==> src/rtl/mcpu_io_pkg.sv <==
// Shared definitions for the memory-mapped cpu I/O responders:
// register offsets, STATUS bit positions and UART tx state codes.
package mcpu_io_pkg;

   localparam logic [1:0] REG_DATA   = 2'd0;
   localparam logic [1:0] REG_STATUS = 2'd1;
   localparam logic [1:0] REG_DIVL   = 2'd2;
   localparam logic [1:0] REG_DIVH   = 2'd3;

   localparam int ST_BUSY  = 0;
   localparam int ST_FULL  = 1;
   localparam int ST_EMPTY = 2;
   localparam int ST_OVF   = 3;
   localparam int ST_PAR   = 4;

   typedef enum logic [2:0] {
      S_IDLE,
      S_START,
      S_DATA,
      S_PARITY,
      S_STOP
   } tx_state_e;

   function automatic logic even_par(input logic [7:0] d);
      return ^d;
   endfunction

endpackage

==> src/rtl/sync_fifo.sv <==
// Single-clock FIFO, first-word-fall-through read port.
// A push into a full FIFO is taken only when a pop happens in the same cycle.
module sync_fifo #(
   parameter int WIDTH = 8,
   parameter int DEPTH = 4
) (
   input  logic             clk,
   input  logic             rst,
   input  logic             push_i,
   input  logic [WIDTH-1:0] wdata_i,
   input  logic             pop_i,
   output logic [WIDTH-1:0] rdata_o,
   output logic             full_o,
   output logic             empty_o
);

   localparam int AW = (DEPTH > 1) ? $clog2(DEPTH) : 1;

   logic [WIDTH-1:0] mem_q [DEPTH];
   logic [AW-1:0]    wptr_q, wptr_d;
   logic [AW-1:0]    rptr_q, rptr_d;
   logic [AW:0]      cnt_q, cnt_d;
   logic             do_push, do_pop;

   assign full_o  = (cnt_q == (AW+1)'(DEPTH));
   assign empty_o = (cnt_q == '0);
   assign rdata_o = mem_q[rptr_q];

   assign do_pop  = pop_i & ~empty_o;
   assign do_push = push_i & (~full_o | do_pop);

   always_comb begin
      wptr_d = wptr_q;
      rptr_d = rptr_q;
      cnt_d  = cnt_q;
      if (do_push) wptr_d = wptr_q + AW'(1);
      if (do_pop)  rptr_d = rptr_q + AW'(1);
      case ({do_push, do_pop})
         2'b10:   cnt_d = cnt_q + (AW+1)'(1);
         2'b01:   cnt_d = cnt_q - (AW+1)'(1);
         default: cnt_d = cnt_q;
      endcase
   end

   always_ff @(posedge clk) begin
      if (rst) begin
         wptr_q <= '0;
         rptr_q <= '0;
         cnt_q  <= '0;
      end else begin
         wptr_q <= wptr_d;
         rptr_q <= rptr_d;
         cnt_q  <= cnt_d;
      end
   end

   always_ff @(posedge clk) begin
      if (do_push) mem_q[wptr_q] <= wdata_i;
   end

endmodule

==> src/rtl/bus_uart_tx.sv <==
// Memory-mapped UART transmitter, 8N1 (8E1 when UART_TX_PARITY_EN is defined).
// Registers: +0 DATA, +1 STATUS, +2 DIV[7:0], +3 DIV[15:8].
module bus_uart_tx
   import mcpu_io_pkg::*;
#(
   parameter logic [15:0] BASE_ADDR  = 16'hFF00,
   parameter logic [15:0] CLK_DIV    = 16'd433,
   parameter int          FIFO_DEPTH = 4
) (
   input  logic        clk,
   input  logic        rst,
   input  logic [15:0] address,
   input  logic [7:0]  wdata,
   input  logic        read,
   output logic [7:0]  rdata,
   output logic        hit,
   output logic        txd,
   output logic        irq
);

`ifdef UART_TX_PARITY_EN
   localparam logic PAR_BUILD = 1'b1;
`else
   localparam logic PAR_BUILD = 1'b0;
`endif

   tx_state_e   state_q, state_d;
   logic [15:0] div_q, div_d;
   logic [15:0] cnt_q, cnt_d;
   logic [2:0]  bit_q, bit_d;
   logic [7:0]  shift_q, shift_d;
   logic        ovf_q, ovf_d;
`ifdef UART_TX_PARITY_EN
   logic        par_q, par_d;
`endif

   logic [1:0]  offset;
   logic        wr_en, wr_data, wr_stat, wr_divl, wr_divh;
   logic        fifo_pop, fifo_full, fifo_empty;
   logic [7:0]  fifo_head;
   logic        bit_end, busy;
   logic [7:0]  status;

   assign hit     = (address[15:2] == BASE_ADDR[15:2]);
   assign offset  = address[1:0];
   assign wr_en   = hit & ~read;
   assign wr_data = wr_en & (offset == REG_DATA);
   assign wr_stat = wr_en & (offset == REG_STATUS);
   assign wr_divl = wr_en & (offset == REG_DIVL);
   assign wr_divh = wr_en & (offset == REG_DIVH);

   sync_fifo #(
      .WIDTH (8),
      .DEPTH (FIFO_DEPTH)
   ) u_fifo (
      .clk     (clk),
      .rst     (rst),
      .push_i  (wr_data),
      .wdata_i (wdata),
      .pop_i   (fifo_pop),
      .rdata_o (fifo_head),
      .full_o  (fifo_full),
      .empty_o (fifo_empty)
   );

   assign bit_end = (cnt_q == '0);
   assign busy    = (state_q != S_IDLE);
   assign irq     = fifo_empty & ~busy;

   always_comb begin
      status           = '0;
      status[ST_BUSY]  = busy;
      status[ST_FULL]  = fifo_full;
      status[ST_EMPTY] = fifo_empty;
      status[ST_OVF]   = ovf_q;
      status[ST_PAR]   = PAR_BUILD;
   end

   always_comb begin
      rdata = '0;
      if (hit && read) begin
         unique case (offset)
            REG_DATA:   rdata = '0;
            REG_STATUS: rdata = status;
            REG_DIVL:   rdata = div_q[7:0];
            REG_DIVH:   rdata = div_q[15:8];
         endcase
      end
   end

   // A dropped push (full, no pop this cycle) outranks a STATUS write clear
   always_comb begin
      ovf_d = ovf_q;
      div_d = div_q;
      if (wr_stat) ovf_d = 1'b0;
      if (wr_data && fifo_full && !fifo_pop) ovf_d = 1'b1;
      if (wr_divl) div_d[7:0]  = wdata;
      if (wr_divh) div_d[15:8] = wdata;
   end

   always_comb begin
      state_d  = state_q;
      cnt_d    = cnt_q;
      bit_d    = bit_q;
      shift_d  = shift_q;
      fifo_pop = 1'b0;
`ifdef UART_TX_PARITY_EN
      par_d    = par_q;
`endif
      if (bit_end) cnt_d = div_q;
      else         cnt_d = cnt_q - 16'd1;
      unique case (state_q)
         S_IDLE: begin
            cnt_d = cnt_q;
            if (!fifo_empty) begin
               state_d  = S_START;
               fifo_pop = 1'b1;
               shift_d  = fifo_head;
               cnt_d    = div_q;
`ifdef UART_TX_PARITY_EN
               par_d    = even_par(fifo_head);
`endif
            end
         end
         S_START: begin
            if (bit_end) begin
               state_d = S_DATA;
               bit_d   = '0;
            end
         end
         S_DATA: begin
            if (bit_end) begin
               if (bit_q == 3'd7) begin
`ifdef UART_TX_PARITY_EN
                  state_d = S_PARITY;
`else
                  state_d = S_STOP;
`endif
               end else begin
                  bit_d   = bit_q + 3'd1;
                  shift_d = {1'b0, shift_q[7:1]};
               end
            end
         end
`ifdef UART_TX_PARITY_EN
         S_PARITY: begin
            if (bit_end) state_d = S_STOP;
         end
`endif
         S_STOP: begin
            if (bit_end) begin
               if (!fifo_empty) begin
                  state_d  = S_START;
                  fifo_pop = 1'b1;
                  shift_d  = fifo_head;
`ifdef UART_TX_PARITY_EN
                  par_d    = even_par(fifo_head);
`endif
               end else begin
                  state_d = S_IDLE;
               end
            end
         end
         default: begin
            state_d = S_IDLE;
            cnt_d   = '0;
         end
      endcase
   end

   always_comb begin
      txd = 1'b1;
      unique case (state_q)
         S_START: txd = 1'b0;
         S_DATA:  txd = shift_q[0];
`ifdef UART_TX_PARITY_EN
         S_PARITY: txd = par_q;
`endif
         default: txd = 1'b1;
      endcase
   end

   always_ff @(posedge clk) begin
      if (rst) begin
         state_q <= S_IDLE;
         div_q   <= CLK_DIV;
         cnt_q   <= '0;
         bit_q   <= '0;
         shift_q <= '0;
         ovf_q   <= 1'b0;
`ifdef UART_TX_PARITY_EN
         par_q   <= 1'b0;
`endif
      end else begin
         state_q <= state_d;
         div_q   <= div_d;
         cnt_q   <= cnt_d;
         bit_q   <= bit_d;
         shift_q <= shift_d;
         ovf_q   <= ovf_d;
`ifdef UART_TX_PARITY_EN
         par_q   <= par_d;
`endif
      end
   end

endmodule

==> config.mk <==
export PLATFORM = sky130hd
export DESIGN_NAME = bus_uart_tx
export DESIGN_NICKNAME = d
export VERILOG_FILES = /design/src/rtl/mcpu_io_pkg.sv /design/src/rtl/sync_fifo.sv /design/src/rtl/bus_uart_tx.sv
export SDC_FILE = /design/constraint.sdc
export NUM_CORES = 1
export LEC_CHECK = 0
export CORE_ASPECT_RATIO = 1.4
export CORE_MARGIN = 2
export CORE_UTILIZATION = 58
export DETAILED_ROUTE_END_ITERATION = 6
export GPL_TIMING_DRIVEN = 0
export PLACE_DENSITY_LB_ADDON = 0.25
export RECOVER_POWER = 50
export SLEW_MARGIN = 20
export SYNTH_ARGS = -nofsm -noshare
export SYNTH_HDL_FRONTEND = slang
export SYNTH_HIERARCHICAL = 1
export SYNTH_SLANG_ARGS = --single-unit
export TNS_END_PERCENT = 1
==> constraint.sdc <==
create_clock -name clk -period 4.14 [get_ports clk]
set_input_delay 0.414 -clock clk [delete_from_list [all_inputs] [get_ports clk]]
set_output_delay 0.414 -clock clk [all_outputs]
set_load 0.02 [all_outputs]
==> impl_metrics.csv <==
group,metric,value,unit
outcome,violations,"DRC",
timing,fin_hold_ws,430,ps
grt,gr-usage-all-layers,27.7,%
clock_tree,cts_sinks,88,
drt,drtIter0Drc,366,
outcome,status,"finished with violations",
critical_path,cp_max_fo,7,
critical_path,cpMostUsedCell,"inv_1",
timing,clock_skew,11.9,ps
placement,dp_hpwl,8.16,mm
timing,period_share,93.2,%
logic_synthesis,synthTopCellsByArea,"dfxtp_1 25%, edfxtp_1 21%, mux2i_1 5.7%",
pwr,p_total,0.00151,W
critical_path,cp_top_family,"simple AND/OR/NAND/NOR gates",
pwr,vdd_drop_max,303,uV
logic_synthesis,synth_top_area_cell,"dfxtp_1",
critical_path,r2r_setup_slack,350,ps
logic_synthesis,synth_edf_count,32,
layout,diodes,0,
placement,dpl.cell_count,579,
clock_tree,cts_buffers,9,
die,die_h,109,microns
clock_tree,clock_path_buffers,2,
die,pin_count,38,
logic_synthesis,ys_types,64,
timing,fmax,259,MHz
timing,grt_setup_unrepaired,"false",
critical_path,crit_path_end,"u_fifo/cnt_q[2]",
drt,drc,1,
pwr,internal_power,0.00116,W
critical_path,worst-path-stages,13,
critical_path,critPathCaptureType,"register",
drt,wl,11.3,mm
logic_synthesis,synth_area,4560,sq um
critical_path,critPathSlowestCell,"or4_1",
logic_synthesis,synth_common_cells,"56 x dfxtp_1, 52 x nor2_1, 32 x edfxtp_1",
grt,antenna_found_initial,0,
critical_path,cp.required,4440,ps
logic_synthesis,async_flop_share,0,%
logic_synthesis,yosysSeqAreaShare,45.7,%
pwr,switchingPower,0.000352,W
clock_tree,cts_setup_buffers,0,
pwr,seq_power_share,59.2,%
layout,fillCellCount,627,
timing,slew_violations,0,
layout,final_cell_area,5180,sq um
logic_synthesis,syn-mean-instance-area,10.3,sq um
layout,drive_gt1_share,11.7,%
pwr,comb_power_share,3.6,%
layout,multi_input_area,2280,sq um
critical_path,reg2reg_to,"u_fifo/cnt_q[2]",
layout,area_growth,13.7,%
pwr,powerDensity,291,nW/um^2
layout,ff_latch_area,2080,sq um
drt,detail-route-antenna-nets,0,
drt,vias,3714,
min_path,whs_path_depth,2,
placement,io_buffers,35,
placement,place_area,5030,sq um
timing,slew_headroom,21.8,%
grt,grt_pass1_wl,18.0,mm
critical_path,critPathLaunch,"address[2]",
critical_path,worstSetupPathType,"in2reg",
grt,grt_max_degree,16,
die,core,7700,sq um
logic_synthesis,yosysWarnings,6,
drt,detail_route.first_pass.iterations,7,
timing,final-hold-violation-count,0,
timing,min_period,3860,ps
clock_tree,root_buffer,"clkbuf_8",
logic_synthesis,ys_ff_latch,88,
critical_path,cp_cell_sequence,"dlygate4sd3_1, or4_1, nor4_4, nor3b_1, nor2b_1, a21boi_2, inv_1, ha_1, inv_1, fa_1, xor2_1, or3_2, a21oi_1",
die,dieWidth,78.9,microns
clock_tree,clkTransAtPathRegs,90,ps
min_path,min_path_type,"in2reg",
critical_path,max_stage_delay,560,ps
flow_run,cap_violations,0,
pwr,p_clk_share,37.2,%
layout,finish.net_count,527,
critical_path,cp_num_buf_inv,3,
critical_path,critPathArrivalTime,4150,ps
critical_path,cp-start-kind,"primary input",
pwr,switching_share,23.3,%
logic_synthesis,syn_inst,444,
logic_synthesis,synth_nets,481,
logic_synthesis,ys.flop_type,"dfxtp_1",
clock_tree,insertion_delay,370,ps
pwr,total_leakage_power,1.87,nW
critical_path,rr_startpoint,"cnt_q[2]",
timing,worstMarginPinSlew,1160,ps
timing,setup_viol,0,
clock_tree,tritoncts,"built",
timing,fin_tns_setup,0,ps
grt,first_global_vias,3614,
layout,fin_cells,595,
die,rows,38,
grt,grt_overflow,0,
logic_synthesis,yosysMostFrequentCell,"dfxtp_1",
clock_tree,htree_levels,3,
placement,gp_congestion,0.957,
die,die-area,8590,sq um
logic_synthesis,yosys.area.top_type_share,24.6,%
die,start_util,59.2,%
critical_path,r2r_cells,14,
drt,vias_per_cell,6.24,
drt,wl_per_cell,19.0,microns
[per-stage QoR]
stage | utilization (%) | worst slack, ps
final | 67.3 | 281
after global placement | 65.3 | 224
after detailed placement | 65.3 | 112
after floorplan | - | 758
after global routing | 67.3 | 111
after CTS | 67.7 | 159
[state kept, by name (all words and copies together), names as in the netlist, named ones only]
name,flops
u_fifo/wptr_q,2
bit_q,3
u_fifo/rptr_q,2
div_q,16
state_q,3
u_fifo/mem_q,32
shift_q,8
u_fifo/cnt_q,3
cnt_q,16
ovf_q,1
[how the worst min path moves through the flow]
stage	slack, ps	end	from
after floorplan	440	bit_q[1]	bit_q[1]
final	430	register	rst
after global routing	440	u_fifo/cnt_q[0]	rst
after global placement	440	bit_q[2]	bit_q[2]
after detailed placement	450	bit_q[2]	bit_q[2]
after CTS	430	u_fifo/cnt_q[0]	rst
[power by group through the flow]
stage | logic (W) | clock network (W) | registers (W)
2_1_floorplan | 0.0000193 | 0 | 0.000914
3_3_place_gp | 0.0000539 | 0 | 0.000914
3_5_place_dp | 0.0000559 | 0 | 0.000914
4_1_cts | 0.0000559 | 0.000567 | 0.000894
5_1_grt | 0.0000578 | 0.000594 | 0.000894
6_report | 0.0000545 | 0.000561 | 0.000894
[area by class of cell]
class / instances / area share (%)
Buffer: 26 / 2.08
Clock buffer: 11 / 2.73
Clock inverter: 5 / 0.773
Inverter: 12 / 0.966
Multi-Input combinational cell: 318 / 44.1
Sequential cell: 88 / 40.2
Tap cell: 100 / 2.42
Timing Repair Buffer: 35 / 6.76
[cells by family after synthesis]
family          share of synthesized area, %
fa+ha+maj                               2.91
buf+inv                                 3.73
mux                                     11.0
flops                                   45.7
simple gates                            19.9
xor+xnor                                1.73
compound gates                          15.0
[cells in the final DEF (no fill, tap or decap), types with 17 or more instances in the layout]
cell type	synthesis	final
dfxtp_1	56	56
edfxtp_1	32	32
a21oi_1	21	21
nor2_1	52	52
nor3_1	22	23
mux2i_1	26	26
o21ai_0	28	28
clkdlybuf4s50_1	0	26
nand2_1	17	17
clkbuf_1	18	22
[metal layers]
metal,global-route usage (%),wire length (microns),up-vias
li1,-,-,1753
met1,33.7,4580,1801
met2,47.0,5650,133
met3,5.63,686,27
met4,13.3,370,0
met5,0,0,-
[repair_timing]
item                       4_1_cts  5_1_grt
gates resized for setup          0        1
hold buffers                     0        0
setup endpoints to repair        0        2
Power figures use the tool's default switching activity.
